File: src/rtl/uart_rx_engine.sv
// ---------------------------------------------------------------------------
// UartRxEngine -- UART byte receiver (receive-side partner of uart_engine).
//
// Frame format: idle high, one start bit (low), eight data bits LSB first,
// one stop bit (high). CLKS_PER_BIT sets the bit period in clk cycles; the
// default of 1 matches the TX engine so a direct loopback works.
//
// Ports:
//   clk           in   1  rising-edge clock
//   reset_n       in   1  asynchronous, active-low reset
//   rx_line       in   1  serial input, may be asynchronous to clk
//   rx_data       out  8  last received byte, stable while rx_valid=1
//   rx_valid      out  1  rx_data holds a byte not yet consumed
//   rx_ack        in   1  consumer takes rx_data when rx_valid&rx_ack
//   rx_busy       out  1  receiver is somewhere inside a frame
//   rx_frame_err  out  1  one-cycle pulse: stop bit sampled low
//   rx_overrun    out  1  one-cycle pulse: byte arrived while holding reg full
// ---------------------------------------------------------------------------
module uart_rx_engine #(
    parameter int CLKS_PER_BIT = 1
) (
    input  logic       clk,
    input  logic       reset_n,
    input  logic       rx_line,
    output logic [7:0] rx_data,
    output logic       rx_valid,
    input  logic       rx_ack,
    output logic       rx_busy,
    output logic       rx_frame_err,
    output logic       rx_overrun
);

    // HALF is the sample offset into the start bit; later samples then land
    // one full bit period apart, i.e. near the middle of each bit.
    localparam int HALF = (CLKS_PER_BIT - 1) / 2;
    localparam int TW   = (CLKS_PER_BIT > 1) ? $clog2(CLKS_PER_BIT) : 1;
    localparam logic [TW-1:0] TMR_BIT  = TW'(CLKS_PER_BIT - 1);
    localparam logic [TW-1:0] TMR_HALF = (HALF > 0) ? TW'(HALF - 1) : '0;

    typedef enum logic [2:0] {
        ST_IDLE,
        ST_START,
        ST_DATA,
        ST_STOP,
        ST_BREAK
    } state_t;

    state_t          r_state;
    state_t          w_state_n;
    logic            r_sync1;
    logic            r_sync2;
    logic            w_rx_s;
    logic [TW-1:0]   r_tmr;
    logic [TW-1:0]   w_tmr_n;
    logic [2:0]      r_idx;
    logic [2:0]      w_idx_n;
    logic [7:0]      r_sh;
    logic [7:0]      w_sh_n;
    logic            w_deliver;
    logic            w_ferr;
    logic [7:0]      r_data;
    logic            r_valid;
    logic            r_frame_err;
    logic            r_overrun;

    // Two-flop synchroniser; both flops reset high so a reset never looks
    // like a start bit.
    always_ff @(posedge clk or negedge reset_n) begin
        if (!reset_n) begin
            r_sync1 <= 1'b1;
            r_sync2 <= 1'b1;
        end else begin
            r_sync1 <= rx_line;
            r_sync2 <= r_sync1;
        end
    end

    assign w_rx_s = r_sync2;

    // Frame state register plus the bit timer, bit index and shift register.
    always_ff @(posedge clk or negedge reset_n) begin
        if (!reset_n) begin
            r_state <= ST_IDLE;
            r_tmr   <= '0;
            r_idx   <= 3'd0;
            r_sh    <= 8'h00;
        end else begin
            r_state <= w_state_n;
            r_tmr   <= w_tmr_n;
            r_idx   <= w_idx_n;
            r_sh    <= w_sh_n;
        end
    end

    // Next-state logic. The timer counts down; each state acts when it hits
    // zero. BREAK exists so that a line stuck low after a bad stop bit is not
    // mistaken for a stream of new start bits.
    always_comb begin
        w_state_n = r_state;
        w_tmr_n   = r_tmr;
        w_idx_n   = r_idx;
        w_sh_n    = r_sh;
        w_deliver = 1'b0;
        w_ferr    = 1'b0;
        case (r_state)
            ST_IDLE: begin
                if (!w_rx_s) begin
                    if (HALF == 0) begin
                        w_state_n = ST_DATA;
                        w_tmr_n   = TMR_BIT;
                        w_idx_n   = 3'd0;
                    end else begin
                        w_state_n = ST_START;
                        w_tmr_n   = TMR_HALF;
                    end
                end
            end
            ST_START: begin
                if (r_tmr != '0) begin
                    w_tmr_n = r_tmr - TW'(1);
                end else if (!w_rx_s) begin
                    w_state_n = ST_DATA;
                    w_tmr_n   = TMR_BIT;
                    w_idx_n   = 3'd0;
                end else begin
                    w_state_n = ST_IDLE;
                end
            end
            ST_DATA: begin
                if (r_tmr != '0) begin
                    w_tmr_n = r_tmr - TW'(1);
                end else begin
                    w_sh_n[r_idx] = w_rx_s;
                    w_tmr_n       = TMR_BIT;
                    w_idx_n       = r_idx + 3'd1;
                    if (r_idx == 3'd7) begin
                        w_state_n = ST_STOP;
                    end
                end
            end
            ST_STOP: begin
                if (r_tmr != '0) begin
                    w_tmr_n = r_tmr - TW'(1);
                end else if (w_rx_s) begin
                    w_deliver = 1'b1;
                    w_state_n = ST_IDLE;
                end else begin
                    w_ferr    = 1'b1;
                    w_state_n = ST_BREAK;
                end
            end
            ST_BREAK: begin
                if (w_rx_s) begin
                    w_state_n = ST_IDLE;
                end
            end
            default: begin
                w_state_n = ST_IDLE;
            end
        endcase
    end

    // One-entry holding register. A byte arriving in the same cycle as an
    // ack replaces the consumed one; otherwise a full register keeps the old
    // byte and flags the overrun.
    always_ff @(posedge clk or negedge reset_n) begin
        if (!reset_n) begin
            r_data      <= 8'h00;
            r_valid     <= 1'b0;
            r_frame_err <= 1'b0;
            r_overrun   <= 1'b0;
        end else begin
            r_frame_err <= w_ferr;
            r_overrun   <= 1'b0;
            if (w_deliver) begin
                if (!r_valid || rx_ack) begin
                    r_data  <= r_sh;
                    r_valid <= 1'b1;
                end else begin
                    r_overrun <= 1'b1;
                end
            end else if (r_valid && rx_ack) begin
                r_valid <= 1'b0;
            end
        end
    end

    assign rx_data      = r_data;
    assign rx_valid     = r_valid;
    assign rx_busy      = (r_state != ST_IDLE);
    assign rx_frame_err = r_frame_err;
    assign rx_overrun   = r_overrun;

endmodule

File: config.mk
export PLATFORM = sky130hd
export DESIGN_NAME = uart_rx_engine
export DESIGN_NICKNAME = d
export VERILOG_FILES = /design/src/rtl/uart_rx_engine.sv
export SDC_FILE = /design/constraint.sdc
export NUM_CORES = 1
export LEC_CHECK = 0
export CORE_MARGIN = 8
export CORE_UTILIZATION = 35
export CTS_BUF_LIST = sky130_fd_sc_hd__clkbuf_8
export DETAILED_ROUTE_END_ITERATION = 8
export SLEW_MARGIN = 40
export SYNTH_ARGS = -nofsm -noshare
export SYNTH_HDL_FRONTEND = slang
export SYNTH_SLANG_ARGS = --single-unit
File: constraint.sdc
create_clock -name clk -period 1.6 [get_ports clk]
set_input_delay 0.16 -clock clk [delete_from_list [all_inputs] [get_ports clk]]
set_output_delay 0.16 -clock clk [all_outputs]
set_load 0.02 [all_outputs]
==> results, run 1 <==
- The routability congestion estimate from global placement is 0.785.
- The horizontal die dimension is 73.8 µm.
- In this run the tool buffered the top-level ports with 15 buffer cells.
- In this run the tightest slew margin relative to its limit is 77.1%.
- Yosys printed 0 warnings.
- The most frequent standard cell in the layout excluding fill and tap cells is sky130_fd_sc_hd__dfrtp_1.
- The detailed-routing iteration count for the pre-antenna-repair pass is 3.
- The number of fill cells is 307.
- The gate count of the mapped netlist is 85.
- The region available for standard cell placement spans 3280 µm².
- The area enclosed by the die boundary is 5450 µm².
- The later-pin clock latency in the skew report is 280 ps.
- In the final layout, the share of cells above drive strength 1 is 27.1%.
- By area the synthesized netlist is led by sky130_fd_sc_hd__dfrtp_1 53%, sky130_fd_sc_hd__mux2_4 12%, sky130_fd_sc_hd__dfstp_2 4.5%, sky130_fd_sc_hd__mux2_1 3.8%, sky130_fd_sc_hd__a22o_1 3.0%.
- After global routing the overflow that remains totals 0.
- The floorplan step set the die height to 73.8 µm.
- The number of synthesized register bits is 27.
- In the final routed layout, each cell accounts on average for 13.0 µm.
- The count of standard-cell rows is 21.
- The first global-routing pass estimated 3.53 mm of wire.
- After clock tree synthesis, the clock-pin slew on the worst setup and hold paths is 100 ps.
- Summed over its instances, the top area cell type makes up 53.4% of the synthesized netlist area.
- Dividing the synthesized area by the synthesized cell count gives 13.8 µm².
- The global-route usage over all layers is 8.58%.
- The design draws 2.71 mW.
- Summing over every cut layer, the via total after detailed routing is 716.
- The count of boundary I/O pins is 16.
- The combinational power share is 43.7%.
- The standby leakage power is 0.657 nW.
- The setup path with the least slack is of type register to output port.
- Across the run, the number of max-cap violations was 0.
- The category of the worst setup path launch point is a register.
- The buffer cell driving the clock tree root is sky130_fd_sc_hd__clkbuf_8.
- The final layout contains routed wiring with a total length of 1.99 mm.
- The number of DRC markers in iteration 0 is 22.
- The power share of the clock group is 14.3%.
- The wire-length estimate of the detail-placed layout is 1.41 mm.
- The worst register-to-register path has a depth of 4.
- The synthesized net count is 91.
- The finished layout holds 153 standard cells, fillers aside.
- Cell internal power was estimated by the tool at 1.82 mW.
- The maximum count of clock buffers along a single path is 2.
- The effective utilization at floorplan is 35.7%.
- Using the TritonRoute via totals, the vias-per-cell ratio works out to 4.68.
- Power spread over the standard cell area amounts to 1880 nW/µm².
- The area of the mapped netlist is 1170 µm².
- Leaving out fill and tap cells, the most frequent cells in the layout are 23 x sky130_fd_sc_hd__dfrtp_1, 14 x sky130_fd_sc_hd__clkdlybuf4s50_1, 9 x sky130_fd_sc_hd__nand2_1, 9 x sky130_fd_sc_hd__mux2_4, 6 x sky130_fd_sc_hd__buf_4.
- The clock arrives with 9.96 ps of skew.
- CTS built an H-tree with a depth of 1.
- For this run, design rule violations remaining after detail routing come to 0.
- After layout, the minimum clock period comes to 1520 ps.
- The biggest area contributor in the post-synthesis netlist is sky130_fd_sc_hd__dfrtp_1.
- The number of slew-limit violations in the final report is 0.
- Data on the critical path arrives at its endpoint at 1360 ps.
- The number of antenna violations at the first check in global routing was 0.
- The distinct cell type count after synthesis is 25.
- The area growth from synthesis to layout is 23.5%.
- The clock tree from TritonCTS is done.
- In this run the remaining antenna-violating nets after routing total 0.
- The maximum vdd ir drop is 0.545 mV.
- Of the total power, the share spent switching nets is 32.8%.
- Summed over all nets, the switching power comes to 890 µW.
- The largest driver fanout on the critical path is 6.
- For this design, the sink count on the clock tree is 27.
- Setup repair after global routing left no endpoint under its margin.
- Setup violations remaining at the end of the flow were counted as 0.
- The kind of end point of the critical path is an output port.
- Entering global routing, the biggest net connects 28 pins.
- The worst slack at placement is 62.2 ps.
- The path class of the tightest hold or removal check is input port to async pin.
- Adding up every negative setup slack in the final design gives 0 ps.
- The maximum operating frequency is 658 MHz.
- The number of hold violations in the final report is 0.
- The cell count after placement is 147.
- The required time at the endpoint of the critical path is 1440 ps.
- The TritonCTS buffer count is 3.
- For this run, the register share of the synthesized area comes to 57.9%.
- After the last flow step, the layout net total stands at 114.
- The final critical path takes up 95.0% of the cycle.
- The flow ran to the end, and the final reports show no timing, DRC or antenna violations.
- The number of antenna cells inserted is 0.
- The sequential power share is 42.0%.
- At the pin with the least slew margin, the transition time is 343 ps.
- The number of global-route vias before repair is 760.
- The worst setup slack after layout is 79.6 ps.
==> cells by family (layout without fill, tap and decap cells) <==
group / after synthesis / count (layout) / synth area share, %
AO/OA/AOI/OAI: 6 / 6 / 4.06
adder cells (fa/ha/maj): 2 / 2 / 2.14
buffers and inverters: 5 / 27 / 2.99
flip-flops: 27 / 27 / 57.9
multiplexers: 16 / 16 / 18.3
AND/OR/NAND/NOR: 29 / 29 / 14.6
==> Yosys cell counts <==
cell type,count
sky130_fd_sc_hd__dfrtp_1,25
sky130_fd_sc_hd__mux2_4,9
sky130_fd_sc_hd__nand2_1,9
sky130_fd_sc_hd__nor2_1,5
sky130_fd_sc_hd__a22o_1,4
sky130_fd_sc_hd__mux2_1,4
sky130_fd_sc_hd__mux2_2,3
sky130_fd_sc_hd__nand2b_1,3
sky130_fd_sc_hd__nor2b_1,3
sky130_fd_sc_hd__buf_6,2
sky130_fd_sc_hd__dfstp_2,2
sky130_fd_sc_hd__ha_1,2
sky130_fd_sc_hd__nand3_1,2
sky130_fd_sc_hd__a21o_1,1
sky130_fd_sc_hd__a21oi_1,1
sky130_fd_sc_hd__and3_1,1
sky130_fd_sc_hd__and4bb_1,1
sky130_fd_sc_hd__buf_2,1
sky130_fd_sc_hd__clkbuf_1,1
sky130_fd_sc_hd__inv_1,1
sky130_fd_sc_hd__nand3b_1,1
sky130_fd_sc_hd__nand4b_1,1
sky130_fd_sc_hd__nor4b_4,1
sky130_fd_sc_hd__or2_2,1
sky130_fd_sc_hd__or3_1,1
==> stage by stage <==
step | hold WS, ps | util, % | cell area (µm²)
final | 241 | 44.0 | 1450
after global routing | 293 | 44.0 | 1450
after CTS | 249 | 43.6 | 1430
after detailed placement | 351 | 42.2 | 1390
after global placement | 347 | 42.2 | 1390
after floorplan | -136 | - | 1170
==> power groups by stage <==
stage	registers (mW)	logic [mW]	clock network [mW]
floorplan	1.25	0.683	0
global placement	1.15	1.14	0
detailed placement	1.17	1.17	0
CTS	1.15	1.17	0.405
global route	1.19	1.30	0.436
finish	1.14	1.18	0.388
==> cell type report <==
cell class	count	area, µm²	area share, %
clock buffers	3	41.3	2.85
clock inverters	1	5.00	0.346
inverters	1	3.75	0.260
multi-input cells	53	458	31.7
flip-flops and latches	27	681	47.1
well taps	46	57.6	3.98
repair buffers	22	200	13.8
==> worst max-delay path, stage by stage, from the launching register on <==
cell,delay [ps]
sky130_fd_sc_hd__dfrtp_2,450
sky130_fd_sc_hd__or3_1,350
sky130_fd_sc_hd__clkdlybuf4s15_1,290
==> flip-flops by register name, indices dropped and copies added, names as in the netlist <==
register      flops
r_state           3
r_idx             3
rx_data           8
rx_valid          1
r_sync1           1
r_sh              8
rx_overrun        1
r_sync2           1
rx_frame_err      1
==> final timing paths <==
path                            endpoint  slack, ps  startpoint
worst max-delay path             rx_busy         80  r_state[0]
worst min-delay path             r_sh[5]        240     reset_n
worst max register to register   r_sh[6]        110  r_state[2]
worst min register to register   r_sync2        360     r_sync1
max in group asynchronous        r_sync2       1050     reset_n
min in group clk                 r_sync1        300     rx_line
==> per-layer routing <==
metal	up-vias	part of all wire, %	global-route usage (%)
met5	-	0	0
met4	0	3.6	7.32
met3	4	3.7	1.09
met2	12	49	14.3
met1	361	44	9.42
li1	339	-	-
==> timing repair <==
item / CTS / global route
setup endpoints to repair: 1 / 2
pin swaps: 0 / 1
hold buffers: 0 / 0
buffers inserted: 0 / 2
gates resized for setup: 2 / 2
hold endpoints to repair: 0 / 0
No activity file was read; power rests on OpenSTA's default activity.
==> inputs of run 2 (changes only) <==
--- a/config.mk
+++ b/config.mk
@@ -5,10 +5,11 @@
 export SDC_FILE = /design/constraint.sdc
 export NUM_CORES = 1
 export LEC_CHECK = 0
-export CORE_MARGIN = 8
+export CORE_MARGIN = 2
 export CORE_UTILIZATION = 35
 export CTS_BUF_LIST = sky130_fd_sc_hd__clkbuf_8
 export DETAILED_ROUTE_END_ITERATION = 8
+export PLACE_DENSITY = 0.53
 export SLEW_MARGIN = 40
 export SYNTH_ARGS = -nofsm -noshare
 export SYNTH_HDL_FRONTEND = slang
==> constraint.sdc (replaced) <==
create_clock -name clk -period 1.6 [get_ports clk]
set_input_delay 0.16 -clock clk [delete_from_list [all_inputs] [get_ports clk]]
set_output_delay 0.16 -clock clk [all_outputs]
set_load 0.1 [all_outputs]
==> run 2 against run 1 <==
Net effect:
- clock skew shrank 6.7 ps
- final cell count stayed put
- register-to-register slack lost 30 ps
- critical path type unchanged
==> results, run 2 (synthesized netlist as in run 1, its figures left out) <==
- The buffer cell driving the clock tree root is sky130_fd_sc_hd__clkbuf_8 (unchanged).
- The worst relative slew slack is 77.4% (was 77.1%).
- Setup repair after global routing missed its margin: false (unchanged).
- The pin count of the biggest net entering global routing is 28 (unchanged).
- The slowest stage cell on the critical path is sky130_fd_sc_hd__dfrtp_1 (was sky130_fd_sc_hd__dfrtp_2).
- The largest driver fanout on the critical path is 6 (unchanged).
- The post-route minimum period is 1540 ps (was 1520 ps).
- The H-tree depth was 1 (unchanged).
- The clock tree skew after final layout is 3.30 ps (was 9.96 ps).
- The number of DRC markers in iteration 0 came to 27 (was 22).
- The final cell count without fillers came to 153 (unchanged).
- The area growth from synthesis to layout is 34.2% (was 23.5%).
- The number of antenna cells inserted came to 0 (unchanged).
- The count of boundary I/O pins is 16 (unchanged).
- The number of hold violations in the final report is 0 (unchanged).
- The effective utilization at floorplan is 35.7% (unchanged).
- The detailed-routing iteration count for the pre-antenna-repair pass came to 3 (unchanged).
- The tightest hold margin is 250 ps (was 241 ps).
- The kind of path behind the tightest hold check is input port to async pin (unchanged).
- The later-pin clock latency in the skew report is 280 ps (about the same).
- The number of global-route vias before repair was 735 (was 760).
- CP Cell Sequence: buf_4, or3_4, buf_12 (was or3_1, clkdlybuf4s15_1).
- The register clock-pin slew on the reported worst setup and hold paths was 90 ps (was 100 ps).
- The global-route wire length before repair is 3.28 mm (was 3.53 mm).
- The share of the clock period used by the worst path after layout is 96.5% (was 95.0%).
- The number of max-capacitance violations reported is 0 (unchanged).
- The number of I/O port buffers is 15 (unchanged).
- The horizontal die dimension came to 61.8 µm (was 73.8 µm).
- The detailed-route wire length came to 1.79 mm (was 1.99 mm).
- The detailed-route DRC error count is 0 (unchanged).
- The final-stage net count was 114 (unchanged).
- The core area came to 3280 µm² (unchanged).
- The via count is 701 (was 716).
- The final global-route overflow total came to 0 (unchanged).
- The area enclosed by the die boundary was 3820 µm² (was 5450 µm²).
- The total half-perimeter wirelength after legalization and detailed placement is 1.28 mm (was 1.41 mm).
- The most frequent standard cell in the layout excluding fill and tap cells is sky130_fd_sc_hd__dfrtp_1 (unchanged).
- Result of the run: complete, no violations (unchanged).
- The cell class contributing the biggest share of worst-path delay is flip-flops (unchanged).
- The worst path arrival time was 1380 ps (was 1360 ps).
- The maximum single-stage delay on the critical path is 390 ps (was 450 ps).
- The count of endpoints failing setup in the final report is 0 (unchanged).
- The actual slew at the worst max-slew pin is 340 ps (was 343 ps).
- The final routed wire length divided by cell count came to 11.7 µm (was 13.0 µm).
- The cell count after placement is 148 (was 147).
- The mean number of vias per cell came to 4.58 (was 4.68).
- The remaining antenna violation count came to 0 (unchanged).
- The maximum count of clock buffers along a single path is 2 (unchanged).
- The category of the worst setup path launch point is a register (unchanged).
- The routability congestion estimate from global placement is 0.727 (was 0.785).
- The required time at the endpoint of the critical path is 1440 ps (about the same).
- The kind of end point of the critical path was an output port (unchanged).
- The maximum operating frequency is 648 MHz (was 658 MHz).
- The number of buffer and inverter stages on the critical path is 2 (was 1).
- The number of antenna violations at the first check in global routing is 0 (unchanged).
- The TritonCTS buffer count is 3 (unchanged).
- Most used cells in the layout excluding fill and tap cells: 24 x sky130_fd_sc_hd__dfrtp_1, 12 x sky130_fd_sc_hd__buf_12, 9 x sky130_fd_sc_hd__nand2_1, 9 x sky130_fd_sc_hd__mux2_4, 7 x sky130_fd_sc_hd__buf_4 (was 23 x sky130_fd_sc_hd__dfrtp_1, 14 x sky130_fd_sc_hd__clkdlybuf4s50_1, 9 x sky130_fd_sc_hd__nand2_1, 9 x sky130_fd_sc_hd__mux2_4, 6 x sky130_fd_sc_hd__buf_4).
- The critical path launch point is r_state[2] (was r_state[0]).
- The number of fill cells was 294 (was 307).
- The classification of the worst setup path is register to output port (unchanged).
- The count of standard-cell rows is 21 (unchanged).
- The global-route usage over all layers is 12.2% (was 8.58%).
- The number of slew-limit violations in the final report was 0 (unchanged).
- The clock sink count is 27 (unchanged).
- The source of the worst register-to-register timing path is r_state[2] (unchanged).
- The clock tree from TritonCTS is done (unchanged).
- The die outline height is 61.8 µm (was 73.8 µm).
- The share of layout cells above drive strength 1 was 37.4% (was 27.1%).
- The final-layout setup total negative slack is 0 ps (unchanged).
## run 2: timing repair
action | 4_1_cts | 5_1_grt
hold buffers | 0 | 0
setup buffers | 1 | 0
setup endpoints to repair | 1 | 1
resized for setup | 0 | 1
cloned | 0 | 0
## run 2: path summary, 6_finish.rpt
kind,to,slack [ps],cells after the start
min,rx_data[6],250,2
max in group asynchronous,r_sync2,1050,2
max,rx_busy,60,3
min in group clk,r_sync1,280,1
min reg2reg,r_sync2,360,0
max reg2reg,rx_data[1],80,5
## run 2: area by class of cell
type,instances,area (µm²),area share [%]
Sequential cell,27,679,43.2
Multi-Input combinational cell,53,463,29.5
Timing Repair Buffer,22,323,20.5
Tap cell,46,57.6,3.66
Clock buffer,3,41.3,2.63
Clock inverter,1,3.75,0.239
Inverter,1,3.75,0.239
## run 2: metrics by stage
stage          setup WS, ps  utilization (%)  instance area [µm²]
4_1_cts                11.7             47.7                 1570
5_1_grt                7.60             47.8                 1570
3_5_place_dp           57.3             46.1                 1510
6_report               56.1             47.8                 1570
3_3_place_gp           84.2             46.1                 1510
2_1_floorplan          91.8                -                 1170
## run 2: metal layers
| layer | share of wire (%) | wire length [µm] | global-route usage [%] | vias up |
|---|---|---|---|---|
| li1 | - | - | - | 339 |
| met1 | 48 | 856 | 15.5 | 344 |
| met2 | 45 | 810 | 18.6 | 13 |
| met3 | 3.4 | 61 | 2.48 | 5 |
| met4 | 3.4 | 60 | 8.21 | 0 |
| met5 | 0 | 0 | 0 | - |
Power of run 2 is not shown: default switching activity piles up to over one toggle a cycle in this logic, so the estimate is an artifact.
